`config.mk`:
```
export PLATFORM = sky130hd
export DESIGN_NAME = pipe_hazard_ctrl
export DESIGN_NICKNAME = d
export VERILOG_FILES = /design/src/rtl/pipe_hazard_ctrl_pkg.sv /design/src/rtl/pipe_hazard_ctrl_md_busy_timer.sv /design/src/rtl/pipe_hazard_ctrl.sv
export SDC_FILE = /design/constraint.sdc
export NUM_CORES = 1
export LEC_CHECK = 0
export BUFFER_PORTS_ARGS = -buffer_cell sky130_fd_sc_hd__buf_2
export CORE_MARGIN = 2
export CORE_UTILIZATION = 50
export CTS_CLUSTER_SIZE = 10
export DETAILED_ROUTE_END_ITERATION = 8
export HOLD_SLACK_MARGIN = 0.12
export PLACE_DENSITY = 0.81
export SLEW_MARGIN = 20
export SYNTH_ARGS = -nofsm -noshare
export SYNTH_HDL_FRONTEND = slang
export SYNTH_SLANG_ARGS = --single-unit
```
`constraint.sdc`:
```
create_clock -name clk -period 2.5 [get_ports clk]
set_input_delay 0.375 -clock clk [delete_from_list [all_inputs] [get_ports clk]]
set_output_delay 0.375 -clock clk [all_outputs]
set_load 0.02 [all_outputs]
```
`src/rtl/pipe_hazard_ctrl_pkg.sv`:
```
// Shared constants and types for the pipeline hazard controller.
// TUSE_NONE, mult/div cycle defaults, MD timer state encoding.
package pipe_hazard_ctrl_pkg;

  localparam logic [1:0] TUSE_NONE = 2'd3;
  localparam int MULT_CYC_DEF = 5;
  localparam int DIV_CYC_DEF  = 10;

  typedef enum logic {
    IDLE = 1'b0,
    BUSY = 1'b1
  } md_state_e;

  function automatic logic raw_hit(
    input logic [4:0] a,
    input logic [1:0] tuse,
    input logic [4:0] ea,
    input logic [1:0] et,
    input logic [4:0] ma,
    input logic [1:0] mt
  );
    return (a != 5'd0) &&
      (((a == ea) && (et > tuse)) ||
       ((a == ma) && (mt > tuse)));
  endfunction

endpackage

```
`src/rtl/pipe_hazard_ctrl_md_busy_timer.sv`:
```
// Mult/div busy timer: start_i/div_i/kill_i in, busy_o/done_o out.
// Loads cycle count on start, counts down, done_o on the last cycle.
module pipe_hazard_ctrl_md_busy_timer
  import pipe_hazard_ctrl_pkg::*;
#(
  parameter int MULT_CYC = MULT_CYC_DEF,
  parameter int DIV_CYC  = DIV_CYC_DEF,
  parameter int CNT_W    = 4
) (
  input  logic clk,
  input  logic rst_n,
  input  logic start_i,
  input  logic div_i,
  input  logic kill_i,
  output logic busy_o,
  output logic done_o
);

  localparam logic [CNT_W-1:0] MULT_LD = CNT_W'(MULT_CYC);
  localparam logic [CNT_W-1:0] DIV_LD  = CNT_W'(DIV_CYC);
  localparam logic [CNT_W-1:0] ONE     = CNT_W'(1);

  md_state_e        state_q, state_d;
  logic [CNT_W-1:0] cnt_q, cnt_d;

  always_ff @(posedge clk or negedge rst_n) begin
    if (!rst_n) begin
      state_q <= IDLE;
      cnt_q   <= '0;
    end else begin
      state_q <= state_d;
      cnt_q   <= cnt_d;
    end
  end

  always_comb begin
    state_d = state_q;
    cnt_d   = cnt_q;
    done_o  = 1'b0;
    busy_o  = 1'b0;
    unique case (state_q)
      IDLE: begin
        // a start cancelled by an exception never launches
        if (start_i && !kill_i) begin
          cnt_d   = div_i ? DIV_LD : MULT_LD;
          state_d = BUSY;
        end
      end
      BUSY: begin
        busy_o = 1'b1;
        cnt_d  = cnt_q - ONE;
        if (cnt_q == ONE) begin
          done_o  = 1'b1;
          state_d = IDLE;
        end
      end
      default: state_d = IDLE;
    endcase
  end

endmodule

```
`src/rtl/pipe_hazard_ctrl.sv`:
```
// Stall/flush sequencer for the 5-stage pipeline: hazard inputs in,
// pc_en/fd_wren/de_stall/req, md_busy/md_done, stall_cnt out.
module pipe_hazard_ctrl
  import pipe_hazard_ctrl_pkg::*;
#(
  parameter int MULT_CYC = MULT_CYC_DEF,
  parameter int DIV_CYC  = DIV_CYC_DEF,
  parameter int CNT_W    = 4
) (
  input  logic        clk,
  input  logic        reset,
  input  logic [4:0]  D_rs_addr,
  input  logic [4:0]  D_rt_addr,
  input  logic [1:0]  D_rs_tuse,
  input  logic [1:0]  D_rt_tuse,
  input  logic        D_is_md,
  input  logic        D_eret,
  input  logic [4:0]  E_wr_addr,
  input  logic [1:0]  E_tnew,
  input  logic [4:0]  M_wr_addr,
  input  logic [1:0]  M_tnew,
  input  logic        E_md_start,
  input  logic        E_md_div,
  input  logic        E_mtc0_epc,
  input  logic        M_mtc0_epc,
  input  logic        int_req,
  output logic        stall,
  output logic        pc_en,
  output logic        fd_wren,
  output logic        de_stall,
  output logic        req,
  output logic        md_busy,
  output logic        md_done,
  output logic [31:0] stall_cnt
);

  logic        rs_hz, rt_hz, md_hz, eret_hz;
  logic [31:0] stall_cnt_q, stall_cnt_d;

  pipe_hazard_ctrl_md_busy_timer #(
    .MULT_CYC (MULT_CYC),
    .DIV_CYC  (DIV_CYC),
    .CNT_W    (CNT_W)
  ) u_md (
    .clk     (clk),
    .rst_n   (reset),
    .start_i (E_md_start),
    .div_i   (E_md_div),
    .kill_i  (int_req),
    .busy_o  (md_busy),
    .done_o  (md_done)
  );

  always_comb begin
    rs_hz = raw_hit(D_rs_addr, D_rs_tuse,
                    E_wr_addr, E_tnew,
                    M_wr_addr, M_tnew);
    rt_hz = raw_hit(D_rt_addr, D_rt_tuse,
                    E_wr_addr, E_tnew,
                    M_wr_addr, M_tnew);
    md_hz   = D_is_md && (md_busy || E_md_start);
    eret_hz = D_eret && (E_mtc0_epc || M_mtc0_epc);
    // exception flushes everything, so holding would be pointless
    stall    = (rs_hz || rt_hz || md_hz || eret_hz) && !int_req;
    pc_en    = !stall;
    fd_wren  = !stall;
    de_stall = stall;
    req      = int_req;
    stall_cnt_d = stall_cnt_q + {31'd0, stall};
  end

  always_ff @(posedge clk or negedge reset) begin
    if (!reset) stall_cnt_q <= '0;
    else        stall_cnt_q <= stall_cnt_d;
  end

  assign stall_cnt = stall_cnt_q;

endmodule

```
; Word level (Yosys, flattened, before mapping)
; Index checks and enable logic that the tools add are counted.
[word_totals]
inputBits = 37
out_inout_bits = 39
regBits = 37
word_cells = 46
[classes]
n_mux = 9
reduce_logical = 21
n_bitwise = 1
n_eq_ne = 6
order_cmp = 4
n_addsub = 2
[ops]
columns = op, n
row1 = adder 32 x 1 -> 32 bit, 1
row2 = equality test 5 bit, 4
row3 = logical AND 1 bit, 10
row4 = nonzero test 5 bit, 2
row5 = greater-than comparator 2 bit, 4
row6 = 2-to-1 mux 4 bit, 2
row7 = one-hot mux 4 bit (2 select lines), 1
row8 = logical OR 1 bit, 7
row9 = 2-to-1 mux 1 bit, 5
row10 = "equality test 4 x 1 -> 1 bit, second input constant", 1
row11 = "subtractor 4 x 1 -> 4 bit, second input constant", 1
row12 = logical NOT 1 bit, 2
row13 = "!= test 2 x 1 -> 1 bit, second input constant", 1
row14 = one-hot mux 1 bit (2 select lines), 1
row15 = NOT 1 bit, 1

; Logic depth before layout (Yosys ltp)
[depth]
ltp_word = 9
ltp_mapped = 14
depth_no_buf = 13

; Modules after synthesis
; Synthesis repeated with hierarchy kept, for this count alone.
[unflattened]
hier_cells = 213
area_unflattened_um2 = 2189.6
[by_module_without_submodules]
columns = module, cells_per_inst, seq_area_each_um2, area_each_um2, n_inst
row1 = pipe_hazard_ctrl, 185, 800.8, 1879.3, 1
row2 = pipe_hazard_ctrl_md_busy_timer, 28, 125.1, 310.3, 1

; Worst setup path after synthesis
; No wires, ideal clock.
[synth_path]
path_kind = input to register
startpoint = input port M_tnew[0]
endpoint = register stall_cnt_q[20] (netlist: stall_cnt[20])
t_required_ns = 2.370
arrival_time_ns = 2.991
stages = 13
path_buffers = 1
path_slack_ns = -0.621
cell_sequence = inv_1 -> ha_1 -> a2111oi_2 -> o2111ai_1 -> a221o_1 -> o221ai_1 -> ha_1 -> ha_1 -> and2_1 -> clkbuf_2 -> and3_1 -> nand4_1 -> xnor2_1
[synth_via]
elab_chain_cells = 9
[synth_rtl]
columns = item, line_no
row1 = start: declaration, pipe_hazard_ctrl.sv:21  ; input logic [1:0] M_tnew,
row2 = greater-than comparator 2 bit, pipe_hazard_ctrl_pkg.sv:24  ; ((a == ma) && (mt > tuse)));
row3 = logical AND 1 bit, pipe_hazard_ctrl_pkg.sv:24
row4 = logical OR 1 bit, pipe_hazard_ctrl_pkg.sv:23  ; (((a == ea) && (et > tuse)) ||
row5 = logical AND 1 bit, pipe_hazard_ctrl_pkg.sv:22  ; return (a != 5'd0) &&
row6 = logical OR 1 bit * (3 in series), pipe_hazard_ctrl.sv:64  ; stall = (rs_hz || rt_hz || md_hz || eret_hz) && !int_req;
row7 = logical AND 1 bit *, pipe_hazard_ctrl.sv:64
row8 = net de_stall, pipe_hazard_ctrl.sv:30  ; output logic de_stall,
row9 = adder 32 x 1 -> 32 bit *, pipe_hazard_ctrl.sv:69  ; stall_cnt_d = stall_cnt_q + {31'd0, stall};
row10 = net stall_cnt_d[20], pipe_hazard_ctrl.sv:38  ; logic [31:0] stall_cnt_q, stall_cnt_d;
row11 = end signal: assignment, pipe_hazard_ctrl.sv:74  ; else stall_cnt_q <= stall_cnt_d;
row12 = end: declaration, pipe_hazard_ctrl.sv:38
; Mark *: on every way through the listed nets, which the timed path passes. The rest lies on a longest branch.
; A chain may end at the register's enable or synchronous reset.

; Worst setup path in the final report
[layout_path]
startpoint = input port D_rs_tuse[1]
endpoint = register stall_cnt_q[20] (netlist: stall_cnt[20])
[layout_via]
elab_chain_cells = 9
[layout_rtl]
columns = item, line_no
row1 = start: declaration, pipe_hazard_ctrl.sv:14  ; input logic [1:0] D_rs_tuse,
row2 = greater-than comparator 2 bit (on tied branches), "pipe_hazard_ctrl_pkg.sv:23, pipe_hazard_ctrl_pkg.sv:24"
row3 = logical AND 1 bit (on tied branches), "pipe_hazard_ctrl_pkg.sv:23, pipe_hazard_ctrl_pkg.sv:24"
row4 = logical OR 1 bit *, pipe_hazard_ctrl_pkg.sv:23
row5 = logical AND 1 bit *, pipe_hazard_ctrl_pkg.sv:22
row6 = logical OR 1 bit * (3 in series), pipe_hazard_ctrl.sv:64
row7 = logical AND 1 bit *, pipe_hazard_ctrl.sv:64
row8 = adder 32 x 1 -> 32 bit *, pipe_hazard_ctrl.sv:69
row9 = net stall_cnt_d[20], pipe_hazard_ctrl.sv:38
; Marks and branches as above.

==> key figures <==
Synth
  – Synth cell types: 34
  – EDFF count, synth: 0
  – Synthesized area: 2160 sq um
  – Synth Warn #: 0
  – Synth top area cells: dfrtp_1, xor2_1, xnor2_1
  – Synth Register Bits: 37
  – Top cell type's share of synthesized area: 0.428
  – Yosys top cell by area: dfrtp_1
  – Register area share after synthesis: 0.428
  – Syn_area_per_cell: 10.1 sq um
  – Post-Syn Instances: 213
  – Synth top cells by count: dfrtp_1, xor2_1, xnor2_1
  – Ys flop type: dfrtp_1
  – Top-count cell post-synth: dfrtp_1
  – Asr flop ratio synth: 1.00
  – Syn Nets: 262

Critical path
  – Endpoint of the worst register-to-register path: stall_cnt[8]
  – Cell family with most CP delay: compound AO/OA/AOI/OAI gates
  – Slowest cell on crit path: a221o_1
  – CP Data Arrival Time: 2.69 ns
  – Critical Path End Type: register
  – Crit Path Category: input port to register
  – Setup crit start: D_rs_tuse[1]
  – Critical Path Most Common Cell: ha_4
  – Critical path depth in cells: 14
  – Worst r2r src: u_md.state_q
  – Max stage delay on crit path: 0.43 ns
  – CP cell instances: buf_8 > clkinv_4 > buf_4 > ha_1 > a21oi_1 > o2111ai_1 > a221o_1 > o221ai_4 > ha_4 > ha_4 > and2_4 > and3_4 > nand4_1 > xnor2_1
  – FF-to-FF setup slack: 0.47 ns
  – Worst endpoint required time: 2.68 ns
  – R2R depth: 9
  – Setup crit start kind: input port
  – Worst-path maximum fanout: 5
  – Crit path buffers/inverters: 3

Finish
  – Layout Area Growth over Synthesis: 41.7%
  – Multi-input gate area: 1290 sq um
  – Nets@finish: 371
  – Filler Cells Inserted: 303
  – Antenna Cells: 0
  – Storage cell area: 926 sq um
  – Post-layout util: 0.749
  – Finished Cell Area: 3060 sq um
  – Share of post-route cells with drive strength above 1: 0.429

Route
  – First-pass DRT Iterations: 4
  – Detail Route Antenna Nets: 0
  – Drt total wl: 5.30 mm
  – Post-DR vias/cell: 5.21
  – Iteration-0 DRC count of the detailed router: 105
  – DR DRC count: 0
  – Wire per inst: 14.2 um
  – Via count: 1937

Pwr
  – Power Density: 590 nW/um^2
  – VDD IR max: 641 uV
  – Leak: 0.00159 uW

Hold path
  – Class of the tightest hold or removal check: input port to asynchronous set/reset pin

Timing
  – Final Cycle Share: 1.00
  – Relative slew slack: 0.460
  – Tmin final: 2.51 ns
  – RSZ-0062 raised after global routing: true
  – Final Hold Fails: 0
  – TNS Setup: -0.0122 ns
  – Final WS setup: -0.0122 ns
  – Final Slew Violations: 0
  – Final setup vio count: 1
  – Maximum clock rate: 398 MHz
  – Clock skew: 0.00510 ns
  – Worst Tran Pin Value: 0.810 ns

Global route
  – Met1 GRT Util: 0.305
  – GR peak layer: met2
  – Met2 usage: 0.385
  – Number of global-route vias before repair: 1988
  – Overflow after GRT: 0
  – Total track usage: 0.233
  – Initial antenna violation count: 0
  – Met3 capacity usage during global routing: 0.0640
  – Largest net degree at the start of global routing: 38
  – First-pass GRT wire length: 9.08 mm

Floorplan
  – Core area: 4090 sq um
  – Initial Util: 0.529
  – Die area: 4860 sq um
  – I/O pin count: 76
  – Die span in y: 69.7 um
  – Row count: 23
  – Die Wd: 69.7 um

Run
  – Maximum Capacitance Violations: 0

Clock network
  – Num CTS Buffers: 5
  – CTS H-tree lvls: 2
  – Worst-Skew Late Latency: 0.29 ns
  – TritonCTS clock tree: built
  – Root Buffer: clkbuf_8
  – # hold bufs at CTS: 0
  – Clk sinks: 37
  – Maximum clock path buffer count: 2
  – Clk pin slew, worst setup/hold paths: 0.07 ns

Status
  – Outcome: finished with violations
  – Failing checks: negative setup slack

Place
  – Cell Area, Placed: 2870 sq um
  – Hpwl dp: 4.04 mm
  – Port bufs: 75
  – Routability Congestion: 0.857
## through the flow
stage          power (uW)  hold WS [ns]  std cells  setup WS, ns
6_report             1810         0.172        372       -0.0122
2_1_floorplan        1140        0.0794        213        -0.209
3_3_place_gp         1340         0.451        359        -0.257
3_5_place_dp         1370         0.456        359        -0.391
5_1_grt              1930         0.249        372        -0.147
4_1_cts              1810         0.204        370       0.00450
## repair_timing
| item | CTS | global route |
|---|---|---|
| setup endpoints to repair | 16 | 24 |
| gates resized for setup | 4 | 13 |
| pin swaps | 7 | 11 |
| setup buffers | 4 | 2 |
| cloned | 0 | 0 |
## cell usage in the layout (no fill, tap or decap), types with 2 or more instances in the layout
| cell | count |
|---|---|
| nor2_1 | 11 |
| and3_4 | 2 |
| o21ai_0 | 7 |
| nor2b_1 | 3 |
| buf_4 | 32 |
| dfrtp_1 | 37 |
| a21oi_1 | 5 |
| inv_1 | 10 |
| ha_4 | 4 |
| nand4_1 | 5 |
| clkbuf_8 | 6 |
| nor3_1 | 5 |
| buf_2 | 73 |
| nand3_1 | 10 |
| xnor2_1 | 25 |
| and4_1 | 3 |
| o2111ai_1 | 2 |
| nor3_2 | 2 |
| buf_6 | 2 |
| and3_1 | 5 |
| nand2_1 | 13 |
| xor2_1 | 27 |
| ha_1 | 8 |
## cell type report
class                   count  share of cell area
multi-input cells         158               0.423
well taps                  50              0.0204
inverters                  12              0.0163
clock buffers               7              0.0282
repair buffers            108               0.210
flip-flops and latches     37               0.302
## power by group
part | switching (uW) | internal (uW) | leakage (uW)
clock | 200 | 219 | 0.0000443
combinational | 314 | 274 | 0.00106
sequential | 108 | 691 | 0.000483
## worst register-to-register path: stages (launching register included)
cell      delay (ns)
dfrtp_1         0.42
o21ai_0         0.14
and2_0          0.24
o221ai_4        0.14
ha_4            0.19
ha_4            0.15
and2_4          0.16
and3_1          0.20
buf_4           0.14
xor2_1          0.13
## cell families after synthesis
kind of cell               after synthesis  share of synthesized area
and+or+nand+nor                         72                      0.182
muxes                                    1                    0.00463
AOI/OAI and AO/OA                       21                     0.0666
adders and majority gates               12                     0.0695
buffers and inverters                   18                     0.0376
xor gates and xnor gates                52                      0.211
DFF                                     37                      0.428
## worst max path at each step
stage / slack (ns) / endpoint
after global placement: -0.26 / stall_cnt[17]
after global routing: -0.15 / stall_cnt[28]
after CTS: 0.004 / stall_cnt[20]
final: -0.01 / stall_cnt[20]
after floorplan: -0.21 / stall_cnt[20]
after detailed placement: -0.39 / stall_cnt[20]
## flip-flops by register name, indices dropped and copies added (netlist names)
| signal | cells |
|---|---|
| stall_cnt | 32 |
| u_md.state_q | 1 |
| u_md.cnt_q | 4 |
## per-layer routing
layer	routed length, um	vias to the layer above
li1	-	947
met1	2360	929
met2	2610	53
met3	235	8
met4	95	0
met5	0	-
No activity file was read; power rests on OpenSTA's default activity.
